`src/rtl/mem_access_ctrl.sv`:
```
`default_nettype none
// ============================================================================
// Module      : mem_access_ctrl
// Description : Bus-initiator for the single-port data RAM. Accepts one
//               load/store at a time, holds the address in MAR and store
//               data in MDR, sequences ram_we/ram_re, waits out the RAM read
//               latency, and flags addresses beyond the 8-bit RAM space.
// Revision    : 1.0 - initial release
// ============================================================================
module mem_access_ctrl #(
    parameter int READ_LATENCY = 1   // 1..7 cycles from ram_re sample to valid ram_rdata
) (
    input  logic        clk,
    input  logic        clear,
    input  logic        start,
    input  logic        rw,
    input  logic [31:0] addr_in,
    input  logic [31:0] wdata,
    output logic        busy,
    output logic        done,
    output logic [31:0] rdata,
    output logic        fault,
    output logic [7:0]  ram_addr,
    output logic [31:0] ram_wdata,
    output logic        ram_we,
    output logic        ram_re,
    input  logic [31:0] ram_rdata
);

    localparam logic [2:0] S_IDLE    = 3'd0;
    localparam logic [2:0] S_RD_REQ  = 3'd1;
    localparam logic [2:0] S_RD_WAIT = 3'd2;
    localparam logic [2:0] S_WR      = 3'd3;
    localparam logic [2:0] S_FLT     = 3'd4;
    localparam logic [2:0] S_DONE    = 3'd5;

    // Wait-counter preload: RD_WAIT lasts READ_LATENCY cycles in total.
    localparam logic [2:0] C_WAIT_INIT = 3'(READ_LATENCY - 1);

    logic [2:0]  r_state, w_state_nxt;
    logic [7:0]  r_mar,   w_mar_nxt;
    logic [31:0] r_mdr,   w_mdr_nxt;
    logic [31:0] r_rdata, w_rdata_nxt;
    logic        r_fault, w_fault_nxt;
    logic [2:0]  r_cnt,   w_cnt_nxt;

    logic        w_addr_out_of_range;

    assign w_addr_out_of_range = |addr_in[31:8];

    // Register all controller state; clear wins over everything else.
    always_ff @(posedge clk) begin
        if (clear) begin
            r_state <= S_IDLE;
            r_mar   <= 8'd0;
            r_mdr   <= 32'd0;
            r_rdata <= 32'd0;
            r_fault <= 1'b0;
            r_cnt   <= 3'd0;
        end else begin
            r_state <= w_state_nxt;
            r_mar   <= w_mar_nxt;
            r_mdr   <= w_mdr_nxt;
            r_rdata <= w_rdata_nxt;
            r_fault <= w_fault_nxt;
            r_cnt   <= w_cnt_nxt;
        end
    end

    // Next-state and datapath-register update logic.
    always_comb begin
        w_state_nxt = r_state;
        w_mar_nxt   = r_mar;
        w_mdr_nxt   = r_mdr;
        w_rdata_nxt = r_rdata;
        w_fault_nxt = r_fault;
        w_cnt_nxt   = r_cnt;
        case (r_state)
            S_IDLE: begin
                if (start) begin
                    w_mar_nxt   = addr_in[7:0];
                    w_fault_nxt = w_addr_out_of_range;
                    if (w_addr_out_of_range) begin
                        w_state_nxt = S_FLT;
                    end else if (rw) begin
                        w_mdr_nxt   = wdata;
                        w_state_nxt = S_WR;
                    end else begin
                        w_state_nxt = S_RD_REQ;
                    end
                end
            end
            S_RD_REQ: begin
                w_cnt_nxt   = C_WAIT_INIT;
                w_state_nxt = S_RD_WAIT;
            end
            S_RD_WAIT: begin
                if (r_cnt != 3'd0) begin
                    w_cnt_nxt = r_cnt - 3'd1;
                end else begin
                    // Counter exhausted: RAM data is valid this cycle only.
                    w_rdata_nxt = ram_rdata;
                    w_state_nxt = S_DONE;
                end
            end
            S_WR:    w_state_nxt = S_DONE;
            S_FLT:   w_state_nxt = S_DONE;
            S_DONE:  w_state_nxt = S_IDLE;
            default: w_state_nxt = S_IDLE;
        endcase
    end

    // Moore decode of strobes and status; RAM bus always mirrors MAR/MDR.
    assign ram_we    = (r_state == S_WR);
    assign ram_re    = (r_state == S_RD_REQ);
    assign busy      = (r_state == S_RD_REQ) || (r_state == S_RD_WAIT) ||
                       (r_state == S_WR)     || (r_state == S_FLT);
    assign done      = (r_state == S_DONE);
    assign ram_addr  = r_mar;
    assign ram_wdata = r_mdr;
    assign rdata     = r_rdata;
    assign fault     = r_fault;

endmodule
`default_nettype wire
```
`config.mk`:
```
export PLATFORM = sky130hd
export DESIGN_NAME = mem_access_ctrl
export DESIGN_NICKNAME = d
export VERILOG_FILES = /design/src/rtl/mem_access_ctrl.sv
export SDC_FILE = /design/constraint.sdc
export NUM_CORES = 1
export LEC_CHECK = 0
export CAP_MARGIN = 10
export CORE_MARGIN = 1
export CORE_UTILIZATION = 45
export DETAILED_ROUTE_END_ITERATION = 10
export DONT_BUFFER_PORTS = 1
export GPL_ROUTABILITY_DRIVEN = 0
export PLACE_DENSITY_LB_ADDON = 0.05
export SKIP_CTS_REPAIR_TIMING = 1
export SLEW_MARGIN = 20
export SYNTH_ARGS = -nofsm -noshare
export SYNTH_HDL_FRONTEND = slang
export SYNTH_SLANG_ARGS = --single-unit
export TNS_END_PERCENT = 1
```
`constraint.sdc`:
```
create_clock -name clk -period 1.7 [get_ports clk]
set_input_delay 0.17 -clock clk [delete_from_list [all_inputs] [get_ports clk]]
set_output_delay 0.17 -clock clk [all_outputs]
set_load 0.02 [all_outputs]
```
After elaboration in Yosys (flattened, before gate mapping)
Cells that the tools add are included.
{"block": "word_totals", "ff_bits": 79, "latchBits": 0, "ramBits": 0, "rom_bits": 0, "inputBits": 100, "word_cells": 37, "n_memories": 0}
{"block": "classes", "n_addsub": 1, "mul": 0, "div": 0, "magnitude_cmp": 0, "n_eq_ne": 8, "n_shift": 0, "mux": 7, "n_bitwise": 2, "reduce_logical": 13}
{"cell": "$reduce_or 24->1", "n": 1}
{"cell": "$mux 3", "n": 4}
{"cell": "$pmux 3 s4", "n": 1}
{"cell": "$reduce_and 2->1", "n": 4}
{"cell": "$eq 3x2->1 const B", "n": 2}
{"cell": "$eq 3x3->1 const B", "n": 2}
{"cell": "$ne 2x2->1 const B", "n": 3}
{"cell": "$pmux 3 s2", "n": 1}
{"cell": "$reduce_and 4->1", "n": 1}
{"cell": "$eq 3x1->1 const B", "n": 1}
{"cell": "$logic_not 3->1", "n": 1}
{"cell": "$logic_or 1x1->1", "n": 3}
{"cell": "$reduce_bool 3->1", "n": 1}
{"cell": "$sub 3x1->3 const B", "n": 1}
{"cell": "$mux 2", "n": 1}
{"cell": "$not 1->1", "n": 2}
{"cell": "$reduce_bool 2->1", "n": 1}
{"cell": "$reduce_or 2->1", "n": 1}

Longest topological paths before layout
Gate-level depths: netlist (run 1).
{"block": "depth", "depth_word": 4, "mapped_depth": 8}

Least setup slack after synthesis (run 1)
OpenSTA, ideal clock, no wires.
{"block": "synth_timing", "path_kind": "reg-to-reg", "from": "reg r_state[0]", "to": "reg r_state[1]", "setup_ns": 0.095, "arrival_ns": 1.527, "required_ns": 1.605, "setup_slack_ns": 0.078, "path_stages_with_launch": 5, "synth_period_minus_slack_ns": 1.622, "cell_sequence": "dfxtp_1 > buf_2 > nor3b_1 > a31oi_1 > a221oi_1"}
{"item": "from (decl)", "line": "40", "rtl": "logic [2:0] r_state, w_state_nxt;"}
{"item": "from (signal assigned)", "line": "61", "rtl": "r_state <= w_state_nxt;"}
{"item": "$eq 3x1->1"}
{"item": "via ram_re", "line": "26", "rtl": "output logic ram_re,"}
{"item": "$pmux 3 s4", "line": "78", "rtl": "case (r_state)"}
The timed path passes the listed nets, and every way through them passes these cells.
A chain may end at the register's enable or synchronous reset.

Worst setup path after layout (run 1)
{"block": "layout_timing", "from": "reg r_state[2]", "to": "out ram_we"}
{"block": "layout_between", "elab_chain_len": 1}
{"item": "$eq 3x2->1", "line": "114", "rtl": "assign ram_we = (r_state == S_WR);"}
{"item": "to (decl)", "line": "25", "rtl": "output logic ram_we,"}
Every way passes these cells.

==> summary.md, run 1 <==
| Metric | Value |
|---|---|
| DP HPWL | `4920 um` |
| Cell Rows | `29` |
| Max_slew headroom | `69.6%` |
| Grt total ovfl | `0` |
| Residual DRC count | `11` |
| Largest area contributor in the netlist | `dfxtp_1` |
| Critical Path RT | `1530 ps` |
| Vias in the first global route | `2443` |
| Initial antenna violation count | `0` |
| CP Class | `reg -> out` |
| First-pass GRT wire length | `11400 um` |
| Largest net degree at the start of global routing | `79` |
| Max Cap Violations | `0` |
| Core Footprint | `0.00649 sq mm` |
| Clk buf depth | `2` |
| Final setup viols | `0` |
| Yosys Warn Count | `0` |
| Min Hold Slack | `-113 ps` |
| Syn nets | `484` |
| Switching share of power | `23.8%` |
| Max FO, Critical Path | `7` |
| Slowest CP cell | `dfxtp_1` |
| Largest stage delay on the critical path | `350 ps` |
| CTS tree | `done` |
| Synth Cell Area | `0.00308 sq mm` |
| Max H-tree Level | `3` |
| Tightest Pin Transition | `452 ps` |
| Max Freq | `642 MHz` |
| Via count | `2624` |
| Top cells by area, synth | `dfxtp_1 (51%), a21oi_1 (12%), nand2_1 (10%)` |
| Maximum vdd drop | `0.000410 V` |
| Failing checks | `design-rule violations, negative hold slack` |
| Ports | `177` |
| CP Capture Type | `primary output` |
| Overall routing resource usage | `20.3%` |
| Final setup margin | `141 ps` |
| Multiplexer share of the synthesized area | `0.650%` |
| Clock Skew | `8.17 ps` |
| Synthesized area per cell | `8.06 sq um` |
| Vert. Die Dim | `84.7 um` |
| Clk sinks | `79` |
| Sum Neg Setup Slack | `0 ps` |
| Final ANT Viol Nets | `0` |
| Crit path arrival time | `1390 ps` |
| Int Power | `0.00270 W` |
| Xor-xnor portion of the synthesized cell area | `0.569%` |
| Mapped Cells | `382` |
| Final-report hold violation count | `77` |
| Slew Viols, Final | `0` |
| Combinational Power Share | `5.5%` |
| Port-buffer cells | `0` |
| DP Worst Slack | `141 ps` |
| CTS Buf Count | `9` |
| Unrepaired setup endpoints after global routing | `no` |
| Wire length per cell | `16.1 um` |
| Placed instance count | `443` |
| Die area | `0.00718 sq mm` |
| Pwr dens | `1040 mW/mm^2` |
| Via density | `5.70` |
| Pleak | `1.10 nW` |
| Die W | `84.7 um` |
| Clock root buffer | `clkbuf_8` |
| Flop pwr share | `55.4%` |
| Clock network fraction of design power | `39.1%` |
| Outcome | `finished, violations left` |
| Yosys reg bits | `79` |
| Drt first pass iters | `7` |
| Worst hold path type | `in -> reg` |
| Non-filler cells, final | `460` |
| CP Cell Sequence | `buf_4 > nand2b_1 > buf_4 > nor2_2` |
| Post-synthesis compound-gate area fraction | `18.5%` |
| Final critical-path share of the clock period | `91.7%` |
| Most frequent CP cell | `buf_4` |
| Commonest non-fill, non-tap cell in the layout | `nand2_1` |
| Worst skew pair latency | `340 ps` |
| Share of cells above drive strength 1 | `9.14%` |
| Net count, final | `480` |
| Buf/Inv on CP | `2` |
| Post-synth top area share | `51.3%` |
| Post-synthesis simple-gate area fraction | `21.9%` |
| Family with the most delay on the worst path | `simple AND/OR/NAND/NOR gates` |
| Most frequent cells in the layout | `nand2_1 (83), dfxtp_1 (79), a21oi_1 (72), o21ai_0 (33), nand3_1 (32)` |
| Area growth, synth to finish | `10.6%` |
| Initial DRC Count | `83` |
| Minimum clock period | `1560 ps` |
| NetSw | `0.000843 W` |
| Clock transition at the registers of the reported paths | `80 ps` |
| Fillers | `645` |
| Initial Utilization | `47.4%` |
| Adder-Cell Fraction of Synth Area | `0.812%` |
| Library cells used by synthesis | `30` |
| Diode count | `0` |
| Largest family of logic cells by synthesized area | `simple AND/OR/NAND/NOR gates` |
| Sequential share of the synthesized area | `51.3%` |
| Crit start category | `flop` |
| Routed wire length | `7400 um` |
-- final cells by class --
cell class | count | area [sq um] | area share (%)
repair buffers | 19 | 195 | 5.73
multi-input cells | 264 | 1320 | 38.6
flip-flops and latches | 79 | 1580 | 46.4
clock inverters | 4 | 53.8 | 1.58
clock buffers | 12 | 145 | 4.26
inverters | 5 | 18.8 | 0.551
well taps | 77 | 96.3 | 2.83
-- metrics by stage --
| stage | area [sq um] | power, W | utilization, % |
|---|---|---|---|
| floorplan | 3080 | 0.00216 | - |
| global placement | 3190 | 0.00220 | 49.2 |
| detailed placement | 3190 | 0.00220 | 49.2 |
| CTS | 3390 | 0.00360 | 52.2 |
| global route | 3410 | 0.00371 | 52.4 |
| finish | 3410 | 0.00354 | 52.4 |
-- cell usage after synthesis (all sizes together) --
| cell type | count |
|---|---|
| nand2 | 83 |
| dfxtp | 79 |
| a21oi | 72 |
| o21ai | 33 |
| nand3 | 32 |
| buf | 18 |
| clkbuf | 16 |
| nor2 | 9 |
| nor4 | 6 |
| inv | 5 |
| nand4 | 4 |
| a31oi | 3 |
| nor3 | 3 |
| and2 | 2 |
| and4 | 2 |
| ha | 2 |
| mux2i | 2 |
| nand2b | 2 |
| a211o | 1 |
| a211oi | 1 |
| a221oi | 1 |
| and3 | 1 |
| nor3b | 1 |
| nor4b | 1 |
| or3 | 1 |
| xnor2 | 1 |
| xor2 | 1 |
-- state kept, by name (all words and copies together), names as in the netlist --
register	cells
r_cnt	3
ram_addr	8
rdata	32
r_state	3
ram_wdata	32
fault	1
-- worst paths after layout --
check              from            end  slack, ps  depth (start not counted)
max          r_state[2]         ram_we        140                          4
min               clear  ram_wdata[20]       -110                          1
max reg2reg  r_state[2]       rdata[0]        160                          6
min reg2reg    r_cnt[0]       r_cnt[0]        520                          2
-- logic make-up (layout without fill, tap and decap cells) --
family,Yosys count,after routing
AOI/OAI and AO/OA,111,111
xor gates and xnor gates,2,2
adders and majority gates,2,2
buffers and inverters,39,40
DFF,79,79
muxes,2,2
and+or+nand+nor,147,147
-- power groups by stage --
stage | clock network, W | registers (W) | logic [W]
2_1_floorplan | 0 | 0.00199 | 0.000170
3_3_place_gp | 0 | 0.00201 | 0.000192
3_5_place_dp | 0 | 0.00201 | 0.000195
4_1_cts | 0.00144 | 0.00196 | 0.000195
5_1_grt | 0.00152 | 0.00197 | 0.000220
6_report | 0.00139 | 0.00196 | 0.000195
-- metal layers --
metal / vias up / global-route usage [%] / wire length, um
met2: 127 / 34.6 / 3530
met3: 9 / 6.49 / 713
met4: 0 / 8.78 / 109
met1: 1198 / 23.5 / 3050
met5: - / 0 / 0
li1: 1290 / - / -
Power figures use the tool's default switching activity.
==> run 2: changes to the inputs <==
CORE_UTILIZATION = 52   (was 45)
CTS_CLUSTER_SIZE = 16   (was not set)
==> run 2 against run 1 <==
Compared with the run above: the flow finishes with violations (negative hold slack); flip-flop and latch count did not move; cell count down 1.1%; largest power group unchanged; largest cell class unchanged; critical endpoint is now ram_re; critical path depth unchanged.
==> summary.md, run 2 (synthesis results as in run 1) <==
| Metric | Value |
|---|---|
| Unrepaired setup endpoints after global routing | `no` |
| Core Footprint | `0.00561 sq mm (-14%)` |
| Max Cap Violations | `0 (unchanged)` |
| Share of cells above drive strength 1 | `9.40% (+0.26 points)` |
| Final-report hold violation count | `77 (unchanged)` |
| Maximum vdd drop | `0.000507 V (+24%)` |
| Via density | `5.73 (+0.41%)` |
| Area growth, synth to finish | `9.30%` |
| Min Hold Slack | `-106 ps (+7.27 ps)` |
| Vert. Die Dim | `79.0 um (-6.8%)` |
| Ports | `177 (unchanged)` |
| Commonest non-fill, non-tap cell in the layout | `nand2_1` |
| Outcome | `finished, violations left` |
| CTS tree | `done` |
| Via count | `2606 (-0.69%)` |
| Clk buf depth | `2 (unchanged)` |
| Max Freq | `647 MHz (+0.83%)` |
| Initial DRC Count | `113 (+36%)` |
| CP Class | `reg -> out` |
| CTS Buf Count | `9 (unchanged)` |
| Overall routing resource usage | `23.6% (+3.2 points)` |
| Final critical-path share of the clock period | `90.9% (-0.76 points)` |
| Max_slew headroom | `69.7% (+0.16 points)` |
| Routed wire length | `7420 um (+0.22%)` |
| Residual DRC count | `0 (-11)` |
| Minimum clock period | `1550 ps (-12.9 ps)` |
| Die W | `79.0 um (-6.8%)` |
| Net count, final | `480 (unchanged)` |
| Diode count | `0 (unchanged)` |
| First-pass GRT wire length | `11600 um (+1.2%)` |
| Sum Neg Setup Slack | `0 ps (unchanged)` |
| Vias in the first global route | `2540 (+4.0%)` |
| Worst skew pair latency | `330 ps (about the same)` |
| Largest stage delay on the critical path | `380 ps (+30 ps)` |
| Initial antenna violation count | `0 (unchanged)` |
| Grt total ovfl | `0 (unchanged)` |
| Worst hold path type | `in -> reg` |
| Most frequent CP cell | `buf_4` |
| Failing checks | `negative hold slack` |
| Final ANT Viol Nets | `0 (unchanged)` |
| Clk sinks | `79 (unchanged)` |
| Clock root buffer | `clkbuf_8` |
| Most frequent cells in the layout | `nand2_1 (83), dfxtp_1 (79), a21oi_1 (72), o21ai_0 (33), nand3_1 (32)` |
| Cell Rows | `27 (-6.9%)` |
| Slew Viols, Final | `0 (unchanged)` |
| Pwr dens | `1030 mW/mm^2 (-0.91%)` |
| Largest net degree at the start of global routing | `79 (unchanged)` |
| Wire length per cell | `16.3 um (+1.3%)` |
| Drt first pass iters | `4 (-3)` |
| Pleak | `1.11 nW (+0.73%)` |
| Pwr Total | `0.00347 W (-2.0%)` |
| Slowest CP cell | `dfxtp_1` |
| Layout Utilization | `60.0% (+7.6 points)` |
| Max FO, Critical Path | `8 (+1)` |
| Final setup viols | `0 (unchanged)` |
| CP Capture Type | `primary output` |
| DP HPWL | `5120 um (+3.9%)` |
| CP Cell Sequence | `buf_4 > nor3b_1 > buf_4 > buf_4` |
| Clock Skew | `7.12 ps (-1.06 ps)` |
| Tightest Pin Transition | `450 ps (-2.45 ps)` |
| Critical Path RT | `1530 ps (about the same)` |
| Port-buffer cells | `0 (unchanged)` |
| Crit path arrival time | `1380 ps (about the same)` |
| Max H-tree Level | `3 (unchanged)` |
| Crit start category | `flop` |
| Initial Utilization | `54.9% (+7.5 points)` |
| Clock transition at the registers of the reported paths | `80 ps (about the same)` |
| Die area | `0.00624 sq mm (-13%)` |
==> run 2: per-stage QoR <==
stage / instance area, sq um / std cells / worst slack (ps)
final: 3370 / 455 / 154
after floorplan: 3080 / 382 / 78.0
after global placement: 3160 / 438 / 194
after global routing: 3370 / 455 / 19.7
after CTS: 3360 / 454 / 134
after detailed placement: 3160 / 438 / 102
==> run 2: worst max-delay path, delay by kind of cell, from the launching register on <==
kind / cells / cell delay, ps
buffers and inverters: 3 / 480
DFF: 1 / 380
and+or+nand+nor: 1 / 190
==> run 2: final cells by class <==
type | count | area (sq um)
fill | 563 | 2240
timing repair buffer | 19 | 170
inverter | 5 | 18.8
sequential | 79 | 1580
clock buffer | 13 | 179
clock inverter | 3 | 15.0
multi-input combinational | 264 | 1310
tap | 72 | 90.1
==> run 2: worst paths after layout <==
path	start	endpoint	slack, ps	cells after the start
hold / removal	clear	ram_wdata[20]	-110	1
setup reg to reg	r_state[2]	ram_wdata[3]	160	5
hold reg to reg	r_cnt[0]	r_cnt[0]	520	2
setup / recovery	r_state[0]	ram_re	150	4
==> run 2: power breakdown <==
part	leakage (nW)	total, W	internal, W	switching (W)
combinational	0.366	0.000196	0.0000833	0.000113
clock	0.105	0.00131	0.000683	0.000631
sequential	0.638	0.00196	0.00189	0.0000703
total	1.11	0.00347	0.00266	0.000814
==> run 2: routing by layer <==
| metal | global-route usage (%) | wire length, um | vias up |
|---|---|---|---|
| met5 | 0 | 0 | - |
| met4 | 8.73 | 90 | 0 |
| met3 | 7.70 | 767 | 10 |
| met2 | 40.8 | 3570 | 134 |
| met1 | 26.9 | 2990 | 1169 |
| li1 | - | - | 1293 |
==> run 3: changes to the inputs <==
CTS_BUF_LIST = sky130_fd_sc_hd__clkbuf_8   (was not set)
clock period = 1.8 ns   (was 1.7 ns; I/O delays follow)
==> run 3 against run 2 <==
Compared with the run above: power up 8.8%; largest cell class unchanged; critical path type is now reg -> reg; clock skew rose by 2.2 ps; critical endpoint is now rdata[17]; hold slack gained 84 ps; non-clock buffer count rose by 64; critical path depth rose by 3; sequential power is 6% lower; the flow still finishes with violations (negative hold slack); via count up 13%; sequential share of layout area decreased by 8.5 points.
==> summary.md, run 3 (synthesis results as in run 1) <==
| Metric | Value |
|---|---|
| Outcome | `finished, violations left` |
| Failing checks | `negative hold slack` |
| Unrepaired setup endpoints after global routing | `no` |
| Max H-tree Level | `3 (unchanged)` |
| Share of cells above drive strength 1 | `6.95% (-2.4 points)` |
| CP Capture Type | `flop` |
| NetSw | `0.000827 W (+1.7%)` |
| Minimum clock period | `1610 ps` |
| R2R Setup Slk | `190 ps (+30 ps)` |
| RR Startpoint | `r_cnt[0]` |
| Ports | `177 (unchanged)` |
| Port-buffer cells | `0 (unchanged)` |
| Clock network fraction of design power | `42.0% (+4.1 points)` |
| Routed wire length | `8520 um (+15%)` |
| Worst path depth | `7 (+3)` |
| Final setup viols | `0 (unchanged)` |
| Initial Utilization | `54.9% (unchanged)` |
| Max Cap Violations | `0 (unchanged)` |
| Maximum vdd drop | `0.000570 V (+13%)` |
| Worst skew pair latency | `340 ps (about the same)` |
| Vias in the first global route | `2410 (-5.1%)` |
| Via count | `2951 (+13%)` |
| Cell Rows | `27 (unchanged)` |
| Initial antenna violation count | `0 (unchanged)` |
| Grt total ovfl | `0 (unchanged)` |
| DP HPWL | `4930 um (-3.6%)` |
| Clk buf depth | `2 (unchanged)` |
| WHS Endpoint | `ram_wdata[0]` |
| Commonest non-fill, non-tap cell in the layout | `nand2_1` |
| Buf/Inv on CP | `2 (-1)` |
| Largest net degree at the start of global routing | `79 (unchanged)` |
| Worst hold path type | `in -> reg` |
| Non-filler cells, final | `518 (+14%)` |
| Diode count | `0 (unchanged)` |
| Cells on Worst Hold Path | `2 (+1)` |
| CP Cell Sequence | `inv_1 > ha_1 > nand2b_1 > or3_1 > buf_4 > nand2_1 > a21oi_1` |
| CP Class | `reg -> reg` |
| Initial DRC Count | `105 (-7.1%)` |
| Area growth, synth to finish | `33.3%` |
| Overall routing resource usage | `23.3% (-0.31 points)` |
| Slowest CP cell | `dfxtp_1` |
| Wire length per cell | `16.4 um (+0.93%)` |
| Slew Viols, Final | `0 (unchanged)` |
| Die area | `0.00624 sq mm (unchanged)` |
| Switching share of power | `21.9% (-1.5 points)` |
| Vert. Die Dim | `79.0 um (unchanged)` |
| Max FO, Critical Path | `32 (+24)` |
| Max_slew headroom | `66.7% (-3.0 points)` |
| CTS tree | `done` |
| Net count, final | `544 (+13%)` |
| Via density | `5.70 (-0.53%)` |
| Critical R2R Capture | `rdata[17]` |
| Family with the most delay on the worst path | `simple AND/OR/NAND/NOR gates` |
| CTS Buf Count | `9 (unchanged)` |
| First-pass GRT wire length | `11300 um (-2.1%)` |
| Die W | `79.0 um (unchanged)` |
| Hold Crit Start | `wdata[0]` |
| Tightest Pin Transition | `495 ps (+45.3 ps)` |
| Core Footprint | `0.00561 sq mm (unchanged)` |
| Crit start category | `flop` |
| Most frequent cells in the layout | `nand2_1 (83), dfxtp_1 (79), a21oi_1 (72), dlygate4sd3_1 (69), o21ai_0 (33)` |
| Placed cell area | `0.00314 sq mm (-0.79%)` |
| Min Hold Slack | `-21.4 ps (+84.3 ps)` |
| Post-Layout Inst Area | `0.00411 sq mm (+22%)` |
| Clock transition at the registers of the reported paths | `80 ps (about the same)` |
| Largest stage delay on the critical path | `340 ps (-40 ps)` |
| Int Power | `0.00295 W (+11%)` |
| Pleak | `1.41 nW (+27%)` |
| Layout Utilization | `73.2% (+13 points)` |
| Flop pwr share | `49.1% (-7.4 points)` |
| Clock Skew | `9.30 ps (+2.18 ps)` |
| Placed instance count | `433 (-1.1%)` |
| Reg2Reg Depth | `7 (+2)` |
| Pwr dens | `920 mW/mm^2 (-11%)` |
| Final ANT Viol Nets | `0 (unchanged)` |
| Sum Neg Setup Slack | `0 ps (unchanged)` |
| Critical Path RT | `2060 ps (+530 ps)` |
| Max Freq | `620 MHz` |
| Combinational Power Share | `8.9% (+3.3 points)` |
| Crit path arrival time | `1870 ps (+490 ps)` |
| Clock root buffer | `clkbuf_8` |
| Drt first pass iters | `4 (unchanged)` |
| Residual DRC count | `0 (unchanged)` |
| Final critical-path share of the clock period | `89.6%` |
| Clk sinks | `79 (unchanged)` |
| Final-report hold violation count | `4 (-95%)` |
-- run 3: changes by cell type in the layout (fill, tap and decap cells not counted), moves of 2 or more --
cell           previous run  this run
buf_4                    16        10
clkbuf_8                 13        11
dlygate4sd3_1             1        69
bufinv_16                 0         3
clkinv_2                  3         0
-- run 3: per-stage QoR --
| stage | total power (W) | hold slack, ps | worst slack, ps |
|---|---|---|---|
| CTS | 0.00365 | -122 | 4.73 |
| global route | 0.00392 | 1.21 | 36.9 |
| detailed placement | 0.00207 | 256 | 240 |
| floorplan | 0.00204 | 279 | 178 |
| global placement | 0.00207 | 254 | 237 |
| finish | 0.00378 | -21.4 | 187 |
-- run 3: power by group through the flow --
| stage | Clock, W | Combinational (W) | Sequential (W) |
|---|---|---|---|
| floorplan | 0 | 0.000160 | 0.00188 |
| global placement | 0 | 0.000173 | 0.00189 |
| detailed placement | 0 | 0.000177 | 0.00189 |
| CTS | 0.00162 | 0.000177 | 0.00185 |
| global route | 0.00170 | 0.000365 | 0.00186 |
| finish | 0.00159 | 0.000337 | 0.00185 |
-- run 3: worst max path at each step --
stage	from	to
final	r_cnt[0]	rdata[17]
after global routing	r_cnt[0]	rdata[17]
after CTS	r_state[0]	ram_re
after detailed placement	r_cnt[0]	rdata[19]
after global placement	addr_in[20]	ram_wdata[3]
after floorplan	r_state[0]	r_state[1]
-- run 3: layer usage --
layer  part of all wire (%)  vias to the layer above  track usage (%)  wire length (um)
met5                      0                        -                0                 0
met4                    1.1                        0             8.00                94
met3                    8.7                       11             8.51               745
met2                     52                      154             39.7              4400
met1                     38                     1360             26.7              3280
li1                       -                     1426                -                 -
-- run 3: final cells by class --
type | count | area (sq um)
fill | 446 | 1500
tap | 72 | 90.1
multi-input combinational | 264 | 1320
inverter | 5 | 18.8
timing repair buffer | 83 | 853
clock inverter | 4 | 93.8
clock buffer | 11 | 151
sequential | 79 | 1580
-- run 3: worst reg2reg max path, cell delays in order (launching register included) --
cell and delay, ps:
dfxtp_1 340, inv_1 60, ha_1 200, nand2b_1 190
or3_1 140, buf_4 300, nand2_1 120, a21oi_1 180
